`src/rtl/uart_rx_ctrl.sv`:
```
// uart_rx_ctrl: oversampled UART receiver with parity/stop checking; define UART_RX_BREAK_DET_EN to enable break detection
module uart_rx_ctrl #(
  parameter int DATA_WIDTH = 8,
  parameter int PRESCALE_W = 6
) (
  input  logic                  CLK,
  input  logic                  RST,
  input  logic                  RX_IN,
  input  logic [PRESCALE_W-1:0] Prescale,
  input  logic                  PAR_EN,
  input  logic                  PAR_TYP,
  input  logic                  STOP2,
  output logic [DATA_WIDTH-1:0] P_DATA,
  output logic                  data_valid,
  output logic                  par_err,
  output logic                  stp_err,
  output logic                  brk_det
);
  localparam int BW = $clog2(DATA_WIDTH);
`ifdef UART_RX_BREAK_DET_EN
  typedef enum logic [2:0] {IDLE, START, DATA, PARITY, STOP, VALID, BRK_WAIT} state_t;
`else
  typedef enum logic [2:0] {IDLE, START, DATA, PARITY, STOP, VALID} state_t;
`endif
  state_t state;
  logic [PRESCALE_W-1:0] edge_cnt, half, mid_lo, mid_hi, last;
  logic [BW-1:0] bit_cnt;
  logic [DATA_WIDTH-1:0] shreg;
  logic par_flag, stp_flag, samp_a, samp_b, cfg_par, cfg_typ, cfg_stop2;
  logic bit_end, sample_pt, bit_val;
  assign half = {1'b0, Prescale[PRESCALE_W-1:1]};
  assign mid_lo = half - PRESCALE_W'(1);
  assign mid_hi = half + PRESCALE_W'(1);
  assign last = Prescale - PRESCALE_W'(1);
  assign bit_end = edge_cnt == last;
  assign sample_pt = edge_cnt == mid_hi;
  assign bit_val = (samp_a & samp_b) | (samp_a & RX_IN) | (samp_b & RX_IN);
`ifdef UART_RX_BREAK_DET_EN
  logic any_one;
  always_ff @(posedge CLK or negedge RST)
    if (!RST) any_one <= 1'b0;
    else any_one <= (state == DATA || state == PARITY || state == STOP) ? any_one | (sample_pt & bit_val) : 1'b0;
`endif
  always_ff @(posedge CLK or negedge RST) begin
    if (!RST) begin
      state <= IDLE;
      edge_cnt <= '0;
      bit_cnt <= '0;
      shreg <= '0;
      par_flag <= 1'b0;
      stp_flag <= 1'b0;
      samp_a <= 1'b0;
      samp_b <= 1'b0;
      cfg_par <= 1'b0;
      cfg_typ <= 1'b0;
      cfg_stop2 <= 1'b0;
      P_DATA <= '0;
      data_valid <= 1'b0;
      par_err <= 1'b0;
      stp_err <= 1'b0;
      brk_det <= 1'b0;
    end else begin
      data_valid <= 1'b0;
      brk_det <= 1'b0;
      edge_cnt <= bit_end ? '0 : edge_cnt + PRESCALE_W'(1);
      if (edge_cnt == mid_lo) samp_a <= RX_IN;
      if (edge_cnt == half) samp_b <= RX_IN;
      case (state)
        IDLE: begin
          edge_cnt <= '0;
          if (!RX_IN) begin
            state <= START;
            {cfg_par, cfg_typ, cfg_stop2} <= {PAR_EN, PAR_TYP, STOP2};
            {par_flag, stp_flag} <= 2'b00;
          end
        end
        START: begin
          if (sample_pt && bit_val) begin
            state <= IDLE;
            edge_cnt <= '0;
          end else if (bit_end) begin
            state <= DATA;
            bit_cnt <= '0;
          end
        end
        DATA: begin
          if (sample_pt) shreg <= {bit_val, shreg[DATA_WIDTH-1:1]};
          if (bit_end) begin
            bit_cnt <= bit_cnt + BW'(1);
            if (bit_cnt == BW'(DATA_WIDTH - 1)) begin
              bit_cnt <= '0;
              state <= cfg_par ? PARITY : STOP;
            end
          end
        end
        PARITY: begin
          if (sample_pt) par_flag <= bit_val != (^shreg ^ cfg_typ);
          if (bit_end) state <= STOP;
        end
        STOP: begin
          if (sample_pt && !bit_val) stp_flag <= 1'b1;
          if (bit_end) begin
            bit_cnt <= (cfg_stop2 && bit_cnt == '0) ? BW'(1) : '0;
            if (!(cfg_stop2 && bit_cnt == '0)) state <= VALID;
          end
        end
        VALID: begin
          par_err <= par_flag;
          stp_err <= stp_flag;
`ifdef UART_RX_BREAK_DET_EN
          if (!any_one) begin
            brk_det <= 1'b1;
            stp_err <= 1'b1;
            state <= BRK_WAIT;
            edge_cnt <= '0;
          end else
`endif
          begin
            if (!par_flag && !stp_flag) begin
              P_DATA <= shreg;
              data_valid <= 1'b1;
            end
            // a start bit seen here has already lasted one cycle, so resume the count at 1
            if (!RX_IN) begin
              state <= START;
              edge_cnt <= PRESCALE_W'(1);
              {cfg_par, cfg_typ, cfg_stop2} <= {PAR_EN, PAR_TYP, STOP2};
              {par_flag, stp_flag} <= 2'b00;
            end else begin
              state <= IDLE;
              edge_cnt <= '0;
            end
          end
        end
`ifdef UART_RX_BREAK_DET_EN
        BRK_WAIT: begin
          edge_cnt <= '0;
          if (RX_IN) state <= IDLE;
        end
`endif
        default: begin
          state <= IDLE;
          edge_cnt <= '0;
        end
      endcase
    end
  end
endmodule

```
`config.mk`:
```
export PLATFORM = sky130hd
export DESIGN_NAME = uart_rx_ctrl
export DESIGN_NICKNAME = d
export VERILOG_FILES = /design/src/rtl/uart_rx_ctrl.sv
export SDC_FILE = /design/constraint.sdc
export NUM_CORES = 1
export LEC_CHECK = 0
export CAP_MARGIN = 10
export CORE_MARGIN = 2
export CORE_UTILIZATION = 45
export CTS_BUF_LIST = sky130_fd_sc_hd__clkbuf_4
export CTS_CLUSTER_SIZE = 8
export DETAILED_ROUTE_END_ITERATION = 6
export PLACE_DENSITY_LB_ADDON = 0.05
export SYNTH_ARGS = -nofsm -noshare
export SYNTH_HDL_FRONTEND = slang
export SYNTH_SLANG_ARGS = --single-unit
```
`constraint.sdc`:
```
create_clock -name CLK -period 2.9 [get_ports CLK]
set_clock_uncertainty 0.05 [all_clocks]
set_input_delay 0.58 -clock CLK [delete_from_list [all_inputs] [get_ports CLK]]
set_output_delay 0.58 -clock CLK [all_outputs]
set_load 0.01 [all_outputs]
```
==> results by group, run 1 <==
Critical path
  – Flop2flop setup slack: 0.71 ns
  – Crit path from: Prescale[1]
  – Most common cell on crit path: buf_4
  – Worst setup path end: edge_cnt[5]$_DFF_PN0_
  – Critical path startpoint category: primary input
  – CP cell instances: clkdlybuf4s50_1 -> inv_1 -> ha_1 -> xnor2_1 -> nor3b_1 -> nand3_2 -> buf_4 -> o211ai_1 -> buf_4 -> nor2_1
  – Critical R2R Launch: edge_cnt[3]$_DFF_PN0_
  – Setup CP Type: in2reg
  – Crit. path cell count: 10
  – CP Capture Type: register
  – RR Endpoint: edge_cnt[5]$_DFF_PN0_
  – WP data required: 3.09 ns
  – Family with the most delay on the worst path: buffers and inverters
  – Slowest-stage cell, CP: clkdlybuf4s50_1
  – Crit path DAT: 2.89 ns
  – CP max FO: 5
  – R2R depth: 8
  – Crit-path max cell delay: between 0.5 and 0.6 ns
  – WP buf/inv: 4

Yosys
  – Post-synth EDFFs: 0
  – Async SR Flop Fraction: 100%
  – Primary FF master, synth: dfrtp_1
  – Synthesized area per cell: approximately 9.8 sq um
  – Yosys cell types: 49
  – Cells after Synth: 236
  – Ys Warns: 0
  – Mapped Area: about 2300 sq um
  – Syn_nets: about 260
  – Largest cells by area after synthesis: dfrtp_1, xnor2_1, mux2_2
  – Dominant cell type by area after synthesis: dfrtp_1
  – #FFs+latches synth: 38
  – Yosys top cell area share: 40.9%
  – Seq/Total Area, Yosys: between 40% and 50%

Global routing
  – Vias in the first global route: between 1,500 and 2,000
  – Tot GR Track Use: 17.8%
  – Largest net degree at the start of global routing: 39
  – First-pass GRT wire length: approximately 7.7 mm
  – Initial antenna violation count: 0
  – Overflow after GRT: 0

Clock tree
  – CTS resizes: 0
  – CTS root buffer: clkbuf_4
  – H-tree level count: 2
  – Number of post-CTS setup repair buffers: 0
  – Clk sinks: 38
  – Worst-Skew Late Latency: approximately 0.36 ns
  – Clock Pin Slew Worst Setup and Hold Paths: 0.13 ns
  – Post-CTS Hold Buffers: 0
  – CTS tree: built
  – Clock buffer depth: 2
  – Num CTS Buffers: 5

Min path
  – Worst Hold Class: in2async

Route
  – Post-route ant nets: 0
  – Drt total wl: 4.53 mm
  – Via/cell ratio: ~5.1
  – Via count: 1,761
  – DRC Markers: 0
  – DRT iter0 DRCs: 70
  – DR WL/cell: 13.1 um
  – 1st-pass router iterations: 4

Layout
  – Final std cells w/o fill: 346
  – Area Growth Syn to Fin: 21.7%
  – Final-stage net count: slightly below 300
  – Post-layout util: 56.1%
  – N_diodes: 0
  – Layout cells sized above 1: between 10% and 20%

Power
  – Maximum VDD drop: 359 uV
  – Sequential power share: 40.2%
  – Sw Ratio: 35.3%
  – Gate power share: approximately 38%
  – Cell-internal power: between 1 and 1.5 mW
  – Tot Pwr: 1.99 mW
  – Power share of the clock group: 22.2%
  – Pwr per Cell Area: 706 nW/um^2
  – Static Leakage: 1.30 nW
  – Switching pwr: slightly above 700 uW

Floorplan
  – Top Ports: 24
  – Row count: 26
  – Core region area: just over 5000 sq um
  – Die extent in x: roughly 76 um
  – Die Y: 75.8 um
  – Starting Density: between 40% and 50%
  – Area of the die: between 5000 and 6000 sq um

Placed design
  – Inst Count DP: 338
  – Port buffer count: 22
  – Dpl hpwl: 3.46 mm
  – Routability Congestion: 0.887

STA
  – Final worst-path cycle share: 93.2%
  – Tmin final: 2.70 ns
  – Setup TNS: 0 ns
  – Max Transition Viols Final: 0
  – F_max: 370 MHz
  – Measured slew at the worst slew-check pin: 0.835 ns
  – Hold Fails Final Rpt: 0
  – Rel. slew slack: 44.3%
  – Final setup viols: 0
  – RSZ-0062 raised after global routing: false
  – Final Hold Slack: 0.264 ns

Run
  – Max cap viols: 0

Outcome
  – Status: complete, no violations
==> per-stage QoR <==
stage | instance area (sq um) | setup slack, ns
after global routing | 2830 | 0.0152
final | 2830 | 0.198
after floorplan | 2320 | 0.140
after CTS | 2830 | 0.173
after detailed placement | 2730 | -0.183
after global placement | 2730 | -0.128
==> routing by layer <==
| metal | track usage, % | share of wire, % | vias up |
|---|---|---|---|
| met5 | 0 | 0 | - |
| met3 | 3.31 | 2.9 | 9 |
| li1 | - | - | 881 |
| met4 | 6.82 | 1.9 | 0 |
| met1 | 23.8 | 47 | 846 |
| met2 | 28.8 | 48 | 25 |
==> logic make-up after synthesis <==
logic type | after synthesis | synth area share, %
AND/OR/NAND/NOR | 78 | 16.1
flip-flops | 38 | 40.9
XOR/XNOR | 35 | 13.8
AO/OA/AOI/OAI | 32 | 9.91
buffers and inverters | 24 | 5.12
multiplexers | 19 | 9.16
adder cells (fa/ha/maj) | 9 | 4.74
other | 1 | 0.161
==> synth_stat cells, drive strengths merged (3+ instances only) <==
| master | instances |
|---|---|
| xor2 | 11 |
| o211ai | 4 |
| nand2 | 35 |
| inv | 12 |
| ha | 8 |
| o31a | 3 |
| buf | 7 |
| nor3 | 5 |
| a21oi | 3 |
| xnor2 | 24 |
| mux2i | 4 |
| nand3 | 8 |
| mux2 | 15 |
| nor2 | 15 |
| o21ai | 9 |
| dfrtp | 38 |
| clkbuf | 4 |
==> cells in the final DEF (no fill, tap or decap), types with 7 or more instances in the layout <==
cell type / instances
dfrtp_1: 38
nand2_1: 35
xnor2_1: 23
clkdlybuf4s50_1: 21
buf_4: 20
nor2_1: 15
mux2_2: 14
inv_1: 12
xor2_1: 10
o21ai_0: 9
ha_1: 8
nand3_1: 7
==> flip-flops by register name (all words and copies together) (netlist names) <==
signal      cells
data_valid      1
bit_cnt         3
shreg           8
samp_a          1
stp_err         1
par_flag        1
state           3
P_DATA          8
stp_flag        1
cfg_typ         1
samp_b          1
edge_cnt        6
cfg_stop2       1
cfg_par         1
par_err         1
==> final cells by class <==
class | count | area (sq um)
clock inverter | 3 | 63.8
clock buffer | 5 | 37.5
fill | 493 | 2220
multi-input combinational | 174 | 1250
sequential | 38 | 951
timing repair buffer | 43 | 385
inverter | 13 | 48.8
tap | 70 | 87.6
==> power groups by stage <==
| stage | registers [mW] | clock network [mW] | logic (mW) |
|---|---|---|---|
| after floorplan | 0.731 | 0 | 0.611 |
| after global placement | 0.814 | 0 | 0.754 |
| after detailed placement | 0.816 | 0 | 0.757 |
| after CTS | 0.804 | 0.460 | 0.761 |
| after global routing | 0.827 | 0.477 | 0.843 |
| final | 0.802 | 0.443 | 0.749 |
==> how the worst min path moves through the flow <==
stage / startpoint / slack, ns / end
after floorplan: RST / 0.23 / P_DATA[0]$_DFFE_PN0P_
after global placement: par_err$_DFFE_PN0N_ / 0.42 / par_err$_DFFE_PN0N_
after detailed placement: P_DATA[5]$_DFFE_PN0P_ / 0.41 / P_DATA[5]$_DFFE_PN0P_
after CTS: RST / 0.29 / edge_cnt[0]$_DFF_PN0_
after global routing: RST / 0.33 / edge_cnt[0]$_DFF_PN0_
final: RST / 0.26 / edge_cnt[0]$_DFF_PN0_
(Power assumes the default switching activity.)
==> inputs of run 2 (changes only) <==
--- a/config.mk
+++ b/config.mk
@@ -11,6 +11,7 @@
 export CTS_BUF_LIST = sky130_fd_sc_hd__clkbuf_4
 export CTS_CLUSTER_SIZE = 8
 export DETAILED_ROUTE_END_ITERATION = 6
+export GPL_TIMING_DRIVEN = 0
 export PLACE_DENSITY_LB_ADDON = 0.05
 export SYNTH_ARGS = -nofsm -noshare
 export SYNTH_HDL_FRONTEND = slang
==> run 2 against run 1 <==
Against the previous run:
- the run now ends with negative setup slack left
- count of clock-buffer cells in the layout is 1 higher
- via count is 3.7% lower
- combinational power is 11% higher
- global-route usage is 0.19 points lower
- first-iteration DRC count is 39% higher
- maximum frequency is 7.3% lower
- wire length hardly changed
- critical endpoint is now bit_cnt[0]$_DFFE_PN0P_
- largest cell class unchanged
==> results by group, run 2 (synthesized netlist as in run 1, its figures left out) <==
STA
  – Tmin final: 2.92 ns
  – Setup ws final: -0.0156 ns
  – F_max: 343 MHz
  – RSZ-0062 raised after global routing: true
  – Rel. slew slack: 43.7%
  – Final worst-path cycle share: 101%
  – Final setup viols: 1
  – Measured slew at the worst slew-check pin: 0.844 ns
  – Hold Fails Final Rpt: 0
  – Max Transition Viols Final: 0

Layout
  – Area Growth Syn to Fin: 18.0%
  – Layout cells sized above 1: 17.1%
  – Largest regs: P_DATA: 8 flops, shreg: 8 flops, edge_cnt: 6 flops
  – Fill cells: 497
  – Register area: between 900 and 1000 sq um
  – Most common cell after layout, fill and taps aside: dfrtp_1
  – Final-stage net count: between 200 and 300
  – Most frequent cells in the layout: dfrtp_1, nand2_1, xnor2_1
  – N_diodes: 0
  – Area of the multi-input gates: 1280 sq um
  – Final std cells w/o fill: about 340

Route
  – DR WL/cell: 13.3 um
  – Via count: roughly 1,700
  – DRC Markers: 0
  – Post-route ant nets: 0
  – Via/cell ratio: between 5 and 6
  – Drt total wl: 4.52 mm
  – 1st-pass router iterations: 4
  – DRT iter0 DRCs: 97

Floorplan
  – Row count: 26
  – Top Ports: 24
  – Die extent in x: between 70 and 80 um
  – Core region area: between 5000 and 6000 sq um
  – Die Y: 75.8 um
  – Area of the die: between 5000 and 6000 sq um
  – Starting Density: 46.1%

Clock tree
  – Worst-Skew Late Latency: 0.34 ns
  – H-tree level count: 2
  – Clock buffer depth: 2
  – Num CTS Buffers: 5
  – Post-CTS Hold Buffers: 0
  – Clk sinks: 38
  – CTS root buffer: clkbuf_4
  – CTS tree: built
  – Clock Pin Slew Worst Setup and Hold Paths: 0.12 ns

Critical path
  – CP cell instances: clkdlybuf4s50_1 -> buf_4 -> inv_1 -> ha_1 -> a21boi_4 -> xnor2_1 -> nand3_1 -> a2111o_1 -> a311o_2 -> mux2_4
  – Crit-path max cell delay: 0.48 ns
  – Slowest-stage cell, CP: clkdlybuf4s50_1
  – CP Capture Type: register
  – CP max FO: 7
  – WP buf/inv: 3
  – Crit path DAT: 3.11 ns
  – Critical path startpoint category: primary input
  – Family with the most delay on the worst path: compound AO/OA/AOI/OAI gates
  – Setup CP Type: in2reg
  – R2R depth: 6
  – Crit. path cell count: 10
  – WP data required: approximately 3.1 ns

Placed design
  – Routability Congestion: 0.836
  – Port buffer count: 21
  – Dpl hpwl: 3.24 mm
  – Inst Count DP: 327

Outcome
  – Violated checks: negative setup slack
  – Status: finished with violations

Global routing
  – Tot GR Track Use: 17.7%
  – Initial antenna violation count: 0
  – Overflow after GRT: 0
  – First-pass GRT wire length: 7.72 mm
  – Largest net degree at the start of global routing: 39
  – Vias in the first global route: about 1,700

Power
  – Switching pwr: between 700 and 800 uW
  – Cell-internal power: 1.12 mW
  – Sequential power share: 40.2%
  – Pwr per Cell Area: 672 nW/um^2
  – Sw Ratio: around 39%
  – Maximum VDD drop: ~320 uV
  – Gate power share: between 40% and 50%
  – Static Leakage: 1.25 nW
  – Tot Pwr: between 1.5 and 2 mW
  – Power share of the clock group: 14.7%

Run
  – Max cap viols: 0

Min path
  – Worst Hold Class: in2async
## run 2: cell types whose count changed in the layout (fill, tap and decap cells not counted), sizes merged
cell and delta:
bufinv -2, buf -10, clkbuf +5, clkinv +1, clkdlybuf4s50 -1
## run 2: path summary, 6_finish.rpt
| kind | from | end | slack (ns) |
|---|---|---|---|
| max reg2reg | edge_cnt[4]$_DFF_PN0_ | bit_cnt[0]$_DFFE_PN0P_ | 0.59 |
| min | RST | P_DATA[5]$_DFFE_PN0P_ | 0.29 |
| max in group asynchronous | RST | edge_cnt[4]$_DFF_PN0_ | 1.98 |
| max | Prescale[2] | bit_cnt[0]$_DFFE_PN0P_ | -0.02 |
| min in group CLK | P_DATA[5]$_DFFE_PN0P_ | P_DATA[5]$_DFFE_PN0P_ | 0.44 |
| min reg2reg | P_DATA[5]$_DFFE_PN0P_ | P_DATA[5]$_DFFE_PN0P_ | 0.44 |
## run 2: worst reg2reg max path, delay by kind of cell, from the launching register on
family | cells | cell delay [ns]
multiplexers | 1 | 0.31
AND/OR/NAND/NOR | 2 | 0.31
AO/OA/AOI/OAI | 2 | 0.67
XOR/XNOR | 1 | 0.43
flip-flops | 1 | 0.45
## run 2: area by class of cell
type | instances | share of cell area, %
tap | 70 | 3.20
inverter | 13 | 1.78
buffer | 11 | 2.56
sequential | 38 | 34.7
clock buffer | 6 | 1.64
clock inverter | 2 | 0.320
multi-input combinational | 174 | 46.8
timing repair buffer | 25 | 9.04
## run 2: stage by stage
| step | setup slack [ns] | cell area [sq um] | util [%] | TNS, ns | hold slack, ns |
|---|---|---|---|---|---|
| 4_1_cts | 0.00587 | 2700 | 53.6 | 0 | 0.297 |
| 3_3_place_gp | -0.590 | 2620 | 52.0 | -8.42 | 0.410 |
| 6_report | -0.0156 | 2740 | 54.3 | -0.0156 | 0.292 |
| 2_1_floorplan | 0.140 | 2320 | - | 0 | 0.234 |
| 5_1_grt | -0.0692 | 2740 | 54.3 | -0.0692 | 0.352 |
| 3_5_place_dp | -0.610 | 2620 | 51.9 | -8.70 | 0.412 |
## run 2: layer usage
metal  track usage, %  wire (um)  up-vias  share of wire [%]
met3             3.57         97        4                2.1
met1             24.0       2260      813                 50
met2             28.8       2110       14                 47
li1                 -          -      865                  -
met4             4.68         53        0                1.2
met5                0          0        -                  0
## run 2: power by group through the flow
stage          combinational (mW)  clock [mW]  sequential, mW
2_1_floorplan               0.611           0           0.731
5_1_grt                     0.942       0.305           0.756
3_5_place_dp                0.795           0           0.751
3_3_place_gp                0.792           0           0.749
6_report                    0.831       0.270           0.739
4_1_cts                     0.822       0.285           0.740
## run 2: repair_timing
action                                  CTS  global route
pin swaps                                 3             1
endpoints found under the setup margin   18             9
resized for setup                         4             3
setup buffers                             2             2
==> inputs of run 3 (changes only) <==
--- a/config.mk
+++ b/config.mk
@@ -5,9 +5,10 @@
 export SDC_FILE = /design/constraint.sdc
 export NUM_CORES = 1
 export LEC_CHECK = 0
+export ABC_AREA = 1
 export CAP_MARGIN = 10
 export CORE_MARGIN = 2
-export CORE_UTILIZATION = 45
+export CORE_UTILIZATION = 59
 export CTS_BUF_LIST = sky130_fd_sc_hd__clkbuf_4
 export CTS_CLUSTER_SIZE = 8
 export DETAILED_ROUTE_END_ITERATION = 6
==> run 3 against run 2 <==
Against the previous run:
- the flow now finishes without violations
- power is 5.6% higher
- maximum frequency is 14% higher
- non-clock buffer count is 10 lower
- design area is 4.5% higher
- die area is 17% lower
- global-route usage is 5.2 points higher
- register-to-register slack better by 0.46 ns
- area after synthesis is 8.2% higher
- critical path depth is 2 higher
- hold slack worse by 0.025 ns
==> results by group, run 3 <==
Floorplan
  – Die extent in x: 69.3 um
  – Starting Density: 61.9%
  – Core region area: 4060 sq um
  – Area of the die: 4800 sq um
  – Top Ports: 24
  – Row count: 23
  – Die Y: 69.3 um

Global routing
  – Vias in the first global route: 2,107
  – Initial antenna violation count: 0
  – Overflow after GRT: 0
  – Met3 GRT Util: between 4 and 5%
  – Largest net degree at the start of global routing: 39
  – Grt met1 use: 29.4%
  – Top Usage Layer GRT: met2
  – Tot GR Track Use: a little under a quarter
  – First-pass GRT wire length: 9.03 mm
  – M2 GR Usage: 39.5%

Yosys
  – #FFs+latches synth: 38
  – Syn_nets: about 370
  – Dominant cell type by area after synthesis: dfrtp_1
  – Seq/Total Area, Yosys: a little under two fifths
  – Ys Warns: 0
  – Synth cell count leaders: nand2_1, inv_1, dfrtp_1
  – Primary FF master, synth: dfrtp_1
  – Post-synth EDFFs: 0
  – Cells after Synth: around 350
  – Synthesized area per cell: slightly above 7 sq um
  – Mapped Area: 2510 sq um
  – Largest cells by area after synthesis: dfrtp_1, nand2_1, inv_1
  – Async SR Flop Fraction: 100%
  – Yosys top cell area share: a little under two fifths
  – Yosys cell types: 32
  – Most frequent cell after synthesis: nand2_1

Clock tree
  – Clock buffer depth: 2
  – CTS tree: built
  – Number of post-CTS setup repair buffers: 0
  – Worst-Skew Late Latency: 0.35 ns
  – Num CTS Buffers: 5
  – H-tree level count: 2
  – Post-CTS Hold Buffers: 0
  – CTS root buffer: clkbuf_4
  – CTS resizes: 0
  – Clock Pin Slew Worst Setup and Hold Paths: 0.13 ns
  – Clk sinks: 38

STA
  – F_max: roughly 400 MHz
  – Final worst-path cycle share: ~90%
  – Hold Fails Final Rpt: 0
  – Tmin final: 2.55 ns
  – Final Hold Slack: 0.267 ns
  – Rel. slew slack: 44.2%
  – RSZ-0062 raised after global routing: false
  – Final setup viols: 0
  – Max Transition Viols Final: 0
  – Measured slew at the worst slew-check pin: between 0.8 and 0.9 ns

Layout
  – Most common cell after layout, fill and taps aside: nand2_1
  – Fill cells: 354
  – Layout cells sized above 1: 13.8%
  – Most frequent cells in the layout: nand2_1, inv_1, dfrtp_1
  – Final-stage net count: 395
  – Area Growth Syn to Fin: 13.9%
  – Largest regs: P_DATA: 8 flops, shreg: 8 flops, edge_cnt: 6 flops
  – N_diodes: 0
  – Post-layout util: a little over 70%

Critical path
  – RR Endpoint: shreg[7]$_DFFE_PN0P_
  – Crit path DAT: about 2.7 ns
  – Critical path startpoint category: primary input
  – Slowest-stage cell, CP: clkdlybuf4s50_1
  – Crit-path max cell delay: ~0.48 ns
  – Flop2flop setup slack: about 1.1 ns
  – CP cell instances: clkdlybuf4s50_1 -> buf_2 -> inv_2 -> ha_1 -> xnor2_1 -> nand3_1 -> nor2_2 -> and2_4 -> nand2_2 -> buf_6 -> nand2_2 -> o21ai_2
  – Most common cell on crit path: nand2_2
  – CP Capture Type: register
  – WP buf/inv: 4
  – Critical R2R Launch: edge_cnt[2]$_DFF_PN0_
  – R2R depth: 11
  – WP data required: 3.07 ns
  – Setup CP Type: in2reg
  – CP max FO: 10
  – Family with the most delay on the worst path: buffers and inverters

Route
  – 1st-pass router iterations: 4
  – Post-route ant nets: 0
  – DRT iter0 DRCs: 130
  – DR WL/cell: roughly 12 um
  – Drt total wl: around 5.0 mm
  – Via/cell ratio: 5.22
  – Via count: 2,225
  – DRC Markers: 0

Placed design
  – Port buffer count: 21
  – Routability Congestion: 0.826
  – Dpl hpwl: 3.76 mm

Outcome
  – Status: complete, no violations

Power
  – Maximum VDD drop: 672 uV
  – Pwr per Cell Area: 678 nW/um^2
  – Static Leakage: 1.44 nW

Run
  – Max cap viols: 0

Min path
  – Worst Hold Class: in2async
[run 3: cell count changes after synthesis, moves of 13 or more]
cell and change:
inv_1 +29, mux2_2 -14, nand2_1 +73, nand3_1 +20
nor2_1 +14, xnor2_1 -13
[run 3: kinds of logic after synthesis]
group	Yosys count	share of synthesized area (%)
simple gates	195	34.4
buf+inv	55	8.91
compound gates	31	8.06
xor+xnor	19	6.62
flops	38	37.8
other cells	1	0.149
fa+ha+maj	8	3.98
[run 3: layout make-up]
class	count	area (sq um)	area share, %
Inverter	50	188	6.55
Buffer	5	36.3	1.27
Clock inverter	3	45.0	1.57
Sequential cell	38	951	33.2
Timing Repair Buffer	21	205	7.16
Tap cell	50	62.6	2.18
Clock buffer	5	37.5	1.31
Multi-Input combinational cell	254	1340	46.7
[run 3: stage by stage]
stage / TNS, ns / area [sq um] / total power, mW / setup WS (ns) / std cells
2_1_floorplan: 0 / 2510 / 1.38 / 0.754 / 347
3_3_place_gp: 0 / 2790 / 1.57 / 0.0229 / 418
3_5_place_dp: -0.0153 / 2780 / 1.58 / -0.0153 / 418
4_1_cts: 0 / 2860 / 1.96 / 0.353 / 426
5_1_grt: 0 / 2860 / 2.12 / 0.186 / 426
6_report: 0 / 2860 / 1.94 / 0.348 / 426
[run 3: worst max-delay path by stage]
stage,from,to,slack [ns],cells after the start
floorplan,Prescale[2],shreg[7]$_DFFE_PN0P_,0.75,11
global placement,Prescale[2],shreg[7]$_DFFE_PN0P_,0.02,12
detailed placement,Prescale[2],shreg[7]$_DFFE_PN0P_,-0.02,12
CTS,Prescale[2],shreg[7]$_DFFE_PN0P_,0.35,12
global route,Prescale[1],edge_cnt[2]$_DFF_PN0_,0.19,11
finish,Prescale[2],shreg[7]$_DFFE_PN0P_,0.35,12
[run 3: power by group]
part           switching [mW]  internal (mW)
Combinational           0.505          0.330
Clock                   0.185          0.181
Sequential              0.108          0.634
[run 3: layer usage]
| layer | part of all wire, % | wire length, um |
|---|---|---|
| met5 | 0 | 0 |
| met4 | 1.2 | 61 |
| met3 | 4.4 | 218 |
| met2 | 48 | 2380 |
| met1 | 46 | 2300 |
